File: config.mk
export PLATFORM = sky130hd
export DESIGN_NAME = mem_port_arbiter
export DESIGN_NICKNAME = d
export VERILOG_FILES = /design/src/rtl/mem_port_arbiter.sv
export SDC_FILE = /design/constraint.sdc
export NUM_CORES = 1
export LEC_CHECK = 0
export BUFFER_PORTS_ARGS = -buffer_cell sky130_fd_sc_hd__buf_2
export CORE_AREA = 2 2 108 110
export CTS_CLUSTER_SIZE = 12
export DETAILED_ROUTE_END_ITERATION = 7
export DIE_AREA = 0 0 110 112
export MAX_ROUTING_LAYER = met4
export PLACE_DENSITY = 0.75
export SLEW_MARGIN = 10
export SYNTH_ARGS = -nofsm -noshare
export SYNTH_HDL_FRONTEND = slang
export SYNTH_SLANG_ARGS = --single-unit
File: constraint.sdc
create_clock -name clk -period 2.7 [get_ports clk]
set_clock_uncertainty 0.05 [all_clocks]
set_input_delay 0.135 -clock clk [delete_from_list [all_inputs] [get_ports clk]]
set_output_delay 0.135 -clock clk [all_outputs]
set_load 0.02 [all_outputs]
File: src/rtl/mem_port_arbiter.sv
// mem_port_arbiter: round-robin sharing of one memory port between fetch and data requesters,
// holding the winning request for the whole transaction, with a sticky response watchdog.
module mem_port_arbiter #(
  parameter int TIMEOUT_CYCLES = 1024
) (
  input  logic        clk,
  input  logic        rst,
  input  logic [31:0] i_addr,
  input  logic        i_read,
  output logic [31:0] i_rdata,
  output logic        i_resp,
  input  logic [31:0] d_addr,
  input  logic        d_read,
  input  logic        d_write,
  input  logic [3:0]  d_wmask,
  input  logic [31:0] d_wdata,
  output logic [31:0] d_rdata,
  output logic        d_resp,
  output logic [31:0] mem_addr,
  output logic        mem_read,
  output logic        mem_write,
  output logic [3:0]  mem_wmask,
  output logic [31:0] mem_wdata,
  input  logic [31:0] mem_rdata,
  input  logic        mem_resp,
  output logic        err_timeout
);
  localparam int CW = $clog2(TIMEOUT_CYCLES + 1);
  typedef enum logic [1:0] {IDLE, GNT_I, GNT_D} state_t;
  state_t state_q, state_d;
  logic last_d_q, last_d_d, read_q, read_d, write_q, write_d, err_q, err_d;
  logic [31:0] addr_q, addr_d, wdata_q, wdata_d;
  logic [3:0] wmask_q, wmask_d;
  logic [CW-1:0] cnt_q, cnt_d;
  logic d_req, gnt_i, gnt_d, busy;
  always_comb begin
    d_req = d_read | d_write;
    gnt_i = (state_q == IDLE) && i_read && (!d_req || last_d_q);
    gnt_d = (state_q == IDLE) && d_req && !gnt_i;
    busy = state_q != IDLE;
    state_d = gnt_i ? GNT_I : gnt_d ? GNT_D : (busy && mem_resp) ? IDLE : state_q;
    last_d_d = gnt_d ? 1'b1 : gnt_i ? 1'b0 : last_d_q;
    addr_d = gnt_i ? i_addr : gnt_d ? d_addr : addr_q;
    // a simultaneous read+write from the data side is treated as a write only
    read_d = gnt_i ? 1'b1 : gnt_d ? (d_read & ~d_write) : read_q;
    write_d = gnt_i ? 1'b0 : gnt_d ? d_write : write_q;
    wmask_d = gnt_i ? 4'h0 : gnt_d ? (d_write ? d_wmask : 4'h0) : wmask_q;
    wdata_d = gnt_d ? d_wdata : wdata_q;
    cnt_d = (gnt_i || gnt_d) ? '0 :
            (busy && !mem_resp && cnt_q != CW'(TIMEOUT_CYCLES)) ? cnt_q + CW'(1) : cnt_q;
    err_d = err_q | (cnt_d == CW'(TIMEOUT_CYCLES));
  end
  always_ff @(posedge clk) begin
    if (rst) begin
      state_q <= IDLE;
      last_d_q <= 1'b1;
      addr_q <= '0;
      read_q <= 1'b0;
      write_q <= 1'b0;
      wmask_q <= '0;
      wdata_q <= '0;
      cnt_q <= '0;
      err_q <= 1'b0;
    end else begin
      state_q <= state_d;
      last_d_q <= last_d_d;
      addr_q <= addr_d;
      read_q <= read_d;
      write_q <= write_d;
      wmask_q <= wmask_d;
      wdata_q <= wdata_d;
      cnt_q <= cnt_d;
      err_q <= err_d;
    end
  end
  assign mem_addr = addr_q;
  assign mem_wdata = wdata_q;
  assign mem_read = busy & read_q;
  assign mem_write = busy & write_q;
  assign mem_wmask = busy ? wmask_q : 4'h0;
  assign i_resp = (state_q == GNT_I) & mem_resp;
  assign d_resp = (state_q == GNT_D) & mem_resp;
  assign i_rdata = i_resp ? mem_rdata : '0;
  assign d_rdata = d_resp ? mem_rdata : '0;
  assign err_timeout = err_q;
endmodule

==> impl_metrics.toml, run 1 <==
[sta]
fmax_ghz = 0.453
setup_viol = 0
worstMarginPinSlew_ps = 583
min_period_ps = 2210
tns_ps = 0
rsz0062_at_grt = "false"
slew_violations = 0
slew_headroom_pct = 61.2
holdWs_ps = 3.51
finalCritPeriodShare_pct = 81.7
final_hold_viol_count = 0

[die]
core.rowCount = 39
boundaryPins = 275
die_y_microns = 112
dieArea_sq_um = 12300
initial_core_util_pct = 35.6
die_x_microns = 110
core_sq_um = 11200

[route]
firstDrtPassIters = 4
drc = 0
ant_nets = 0
wl_per_cell_microns = 14.2
drtIter0Drc = 329
viasPerCell = 4.89
routed_wl_microns = 13900
vias = 4766

[synth]
synth-seq-cells = 85
yosys-top-cells-area = "dfxtp_1, nand2_1, and2_1, a311oi_1, a21oi_1"
synth_top_area_cell = "dfxtp_1"
muxShareOfSynthArea_pct = 0.252
synth_ff_type = "dfxtp_1"
synthesis.nets = 661
seq_area_frac_synth_pct = 42.8
synthXorXnorAreaFrac_pct = 1.98
synth-edff-count = 0
synth_top_family_by_area = "simple AND/OR/NAND/NOR gates"
syn_inst = 521
synth_adder_area_share_pct = 0.629
yosys_warnings = 0
yosys-top-cells-count = "nand2_1, dfxtp_1, and2_1"
async_flop_share_pct = 0
synthDistinctLibCells = 41
synth_compound_area_share_pct = 16.0
synth.most_common_cell = "nand2_1"
synth.top_cell.area_share_pct = 42.8
yosys.area_share.simple_pct = 34.0
synth_area_sq_um = 3980
postSynthAreaPerCell_sq_um = 7.63

[setup_path]
arrival_ps = 2420
max_stage_delay_ps = 560
path_buf_inv = 0
path_class = "reg -> reg"
critPathSlowestCell = "or4_4"
end_kind = "register"
startpoint = "cnt_q[2]"
critPathTopFamily = "simple AND/OR/NAND/NOR gates"
crit_fanout = 9
worstPathRequired_ps = 2910
r2r_slack_ps = 490
reg2reg_from = "cnt_q[2]"
cp_cell_sequence = "or4_4, o31a_1, or3_1, a221o_1, o31ai_2"
critPathLaunchType = "register"

[placement]
gp_congestion = 0.775
dp_hpwl_microns = 9460
port_buffers = 274

[global_routing]
grt_pass1_wl_microns = 20900
met1_usage_pct = 23.5
grt.busiest_layer = "met2"
globalRouteTotalUtil_pct = 22.3
grt_remaining_overflow = 0
grt_pass1_vias = 4391
antenna_found_initial = 1
use_met3_pct = 3.22
grt_max_degree = 52
use_met2_pct = 40.3

[worst_hold_path]
hold_path.startpoint = "d_addr[24]"
min_path_type = "in -> reg"

[clocking]
clock_path_buffers = 2
tritoncts = "yes"
clk_pin_slew_ps = 60
cts.htree.levels = 3
clkLatencyLatePin_ps = 340
cts_sinks = 85
cts_made_buffers = 9
cts_root_buf = "clkbuf_16"

[cells_and_area]
area_growth_pct = 57.9
drive_gt1_share_pct = 37.3
post-route-util_pct = 56.2
fin_nets = 966

[power_and_ir_drop]
ir_worst_vdd_uv = 355
powerDensity_nw_per_um2 = 607
cellLeakagePower_nw = 3.10

[outcome]
status = "finished, final reports clean"

[job]
drv_cap = 0
## layout make-up
class	count	area [sq um]
multi-input cells	392	2120
well taps	143	179
clock buffers	10	239
fillers	1033	4890
repair buffers	335	1960
clock inverters	6	70.1
diodes	1	2.50
flip-flops and latches	85	1700
inverters	3	11.3
## worst paths after layout
check | end | cells past startpoint
worst max-delay path | err_timeout | 5
worst min-delay path | mem_addr[24] | 3
worst max register to register | err_timeout | 5
worst min register to register | mem_wdata[15] | 2
## power breakdown
| group | switching [mW] | internal [mW] |
|---|---|---|
| clock | 0.529 | 0.748 |
| sequential | 0.0743 | 1.39 |
| combinational | 0.666 | 0.402 |
| total | 1.27 | 2.54 |
## placed cells by master (no fill, tap or decap), types with 2 or more instances in the layout
cell type / instances
ha_1: 2
nor4_1: 2
a21oi_1: 37
a22oi_1: 4
nor2_1: 48
nand4_1: 2
nor3_1: 10
and2_1: 64
o31a_1: 2
and4_2: 2
clkbuf_16: 9
a211oi_1: 2
buf_4: 10
xor2_1: 4
nand3_1: 5
dfxtp_1: 85
buf_2: 274
a311oi_1: 34
nor2b_1: 6
or2_2: 2
clkinvlp_4: 3
nand2_1: 137
nand2b_1: 3
inv_1: 3
xnor2_1: 5
inv_6: 2
or3_1: 3
dlygate4sd3_1: 51
## registers in the layout, summed over array words and instances, names as in the netlist
register / count
mem_addr: 32
err_timeout: 1
cnt_q: 11
read_q: 1
mem_wdata: 32
last_d_q: 1
write_q: 1
state_q: 2
wmask_q: 4
## per-layer routing
layer  vias up  share of wire (%)
li1       2362                  -
met5         -                  0
met3        31                7.3
met2       221                 50
met4         0                2.8
met1      2152                 40
## worst register-to-register path, delay by kind of cell, from the launching register on
family | cells | cell delay, ps
AOI/OAI and AO/OA | 3 | 830
DFF | 1 | 380
and+or+nand+nor | 2 | 880
## cells by family after synthesis
kind of cell    after synthesis
compound gates               89
xor+xnor                      9
fa+ha+maj                     2
buf+inv                      44
flops                        85
mux                           1
simple gates                291
## through the flow
stage                     cells  setup slack [ps]  power, mW  cell area (sq um)
after floorplan             521               532       2.10               3980
after global placement      907               517       2.49               5460
after detailed placement    907               496       2.49               5460
after CTS                   974               487       3.84               6280
after global routing        975               385       3.99               6280
final                       975               493       3.81               6280
## timing repair
item                                   in CTS  in global routing
buffers inserted                            0                  0
endpoints found under the hold margin      51                  0
hold buffers                               51                  0
resized for setup                           0                  0
No activity file was read; power rests on OpenSTA's default activity.
==> run 2: changes to the inputs <==
ABC_AREA = 1   (was unset)
CORE_AREA = unset   (was 2 2 108 110)
CORE_MARGIN = 2   (was unset)
CORE_UTILIZATION = 39   (was unset)
DIE_AREA = unset   (was 0 0 110 112)
PLACE_DENSITY = 0.8   (was 0.75)
clock period = 2.1 ns   (was 2.7 ns; I/O delays follow)
==> impl_metrics.toml, run 2 <==
[synth]
seq_area_frac_synth_pct = 41.7
synth_area_sq_um = 4080
syn_inst = 617
synth-seq-cells = 85
yosys-top-cells-area = "dfxtp_1, nor2_1, nand2_1, o21ai_0, inv_1"
synth.top_cell.area_share_pct = 41.7
async_flop_share_pct = 0
synthesis.nets = 757
synth_ff_type = "dfxtp_1"
synth-edff-count = 0
synth.most_common_cell = "nor2_1"
synthDistinctLibCells = 27
yosys_warnings = 0
yosys-top-cells-count = "nor2_1, nand2_1, dfxtp_1"
postSynthAreaPerCell_sq_um = 6.61
synth_top_area_cell = "dfxtp_1"

[die]
initial_core_util_pct = 39.9
core_sq_um = 10200
core.rowCount = 37
die_x_microns = 106
die_y_microns = 106
boundaryPins = 275
dieArea_sq_um = 11300

[clocking]
cts_root_buf = "clkbuf_8"
clock_path_buffers = 2
clkLatencyLatePin_ps = 350
cts_sinks = 85
cts_made_buffers = 9
tritoncts = "yes"
cts.htree.levels = 3
clk_pin_slew_ps = 80

[power_and_ir_drop]
power_frac_seq_pct = 39.6
switching_share_pct = 36.5
p_int_mw = 3.14
powerDensity_nw_per_um2 = 729
ir_worst_vdd_uv = 511
cellLeakagePower_nw = 3.67
clockPowerShare_pct = 25.7
comb_power_share_pct = 34.7
power.switching_mw = 1.81

[setup_path]
critPathTopFamily = "buffers and inverters"
critPathSlowestCell = "dfxtp_1"
worst_r2r_path_depth = 9
cp_cell_sequence = "inv_2, nor3_4, clkinvlp_4, buf_4, nor2_1, buf_2"
path_class = "reg -> out"
reg2reg_from = "state_q[1]"
r2r_slack_ps = 330
path_buf_inv = 4
rr_endpoint = "mem_wdata[7]"
crit_fanout = 16
critPathLaunchType = "register"
max_stage_delay_ps = 440
end_kind = "output port"
worstPathRequired_ps = 1950
arrival_ps = 1830

[worst_hold_path]
hold_path.startpoint = "d_write"
min_path_type = "in -> reg"
hold_depth = 3
holdPathEnd = "write_q"

[sta]
slew_violations = 0
holdWs_ps = 31.8
min_period_ps = 1980
setup_viol = 0
slew_headroom_pct = 72.4
finalCritPeriodShare_pct = 94.5
final_hold_viol_count = 0
rsz0062_at_grt = "false"
fmax_ghz = 0.504
worstMarginPinSlew_ps = 412
tns_ps = 0

[cells_and_area]
multi_input_comb_area_sq_um = 1950
final_common_cell = "buf_2"
regArea_sq_um = 1700
fillers = 815
final_area_sq_um = 6790
most-common-layout-cells = "buf_2, nor2_1, nand2_1"
area_growth_pct = 66.5
fin_nets = 1118
drive_gt1_share_pct = 32.6

[placement]
gp_congestion = 0.956
dp_hpwl_microns = 9580
port_buffers = 274
dpl_cell_area_sq_um = 5520

[global_routing]
globalRouteTotalUtil_pct = 28.9
grt_pass1_wl_microns = 25600
grt_max_degree = 66
grt_remaining_overflow = 0
grt_pass1_vias = 5361
antenna_found_initial = 1

[route]
ant_nets = 0
routed_wl_microns = 16200
drtIter0Drc = 498
firstDrtPassIters = 5
viasPerCell = 4.90
vias = 5493
drc = 0
wl_per_cell_microns = 14.5

[outcome]
status = "finished, final reports clean"

[job]
drv_cap = 0
## run 2: area by class of cell
cell class                 instances  area share (%)
sequential                        85            25.1
clock buffer                      11            1.93
multi-input combinational        428            28.7
antenna                            1          0.0369
timing repair buffer             385            36.5
tap                              136            2.51
inverter                          68            3.81
clock inverter                     5            1.25
timing repair inverter             1           0.111
## run 2: worst max-delay path by stage
stage                     from          end  slack (ps)  cells past startpoint
finish              state_q[1]   d_rdata[1]         120                      6
global route        state_q[1]  d_rdata[12]           4                      6
CTS                 state_q[1]   d_rdata[1]          70                      6
detailed placement  state_q[1]   d_rdata[1]         250                      5
global placement    state_q[1]  d_rdata[23]         380                      5
floorplan           state_q[1]  d_rdata[10]         200                      5
## run 2: worst reg2reg max path: cells and delay by family (launching register included)
kind                   cells  cell delay (ps)
AND/OR/NAND/NOR            5              640
buffers and inverters      3              450
flip-flops                 1              440
AO/OA/AOI/OAI              1              140
## run 2: timing repair
action / 4_1_cts / 5_1_grt
buffers inserted: 3 / 0
gates cloned: 1 / 0
endpoints found under the hold margin: 68 / 0
hold buffers: 100 / 0
gates resized for setup: 4 / 1
endpoints found under the setup margin: 32 / 1
## run 2: cell families after synthesis
logic type / synth area share (%)
AND/OR/NAND/NOR: 32.0
flip-flops: 41.7
buffers and inverters: 10.7
adder cells (fa/ha/maj): 0.613
AO/OA/AOI/OAI: 15.0
## run 2: power by group through the flow
stage                     logic [mW]  clock network (mW)  registers [mW]
after floorplan                0.714                   0            2.24
after global placement          1.49                   0            1.97
after detailed placement        1.50                   0            1.98
after CTS                       1.66                1.29            1.95
after global routing            1.85                1.36            1.99
final                           1.72                1.27            1.96
## run 2: routing by layer
layer  GRT usage, %  share of wire (%)  up-vias
met2           50.8                 52      305
li1               -                  -     2668
met4           14.9                3.6        0
met3           4.84                7.6       58
met1           31.4                 37     2462
met5              -                  0        -
## run 2: stage by stage
| step | setup WS, ps | utilization (%) | instances | power, mW |
|---|---|---|---|---|
| floorplan | 203 | - | 617 | 2.95 |
| global placement | 378 | 54.0 | 999 | 3.46 |
| detailed placement | 246 | 54.0 | 999 | 3.48 |
| CTS | 74.2 | 66.3 | 1119 | 4.89 |
| global route | 3.93 | 66.4 | 1120 | 5.20 |
| finish | 116 | 66.4 | 1120 | 4.95 |
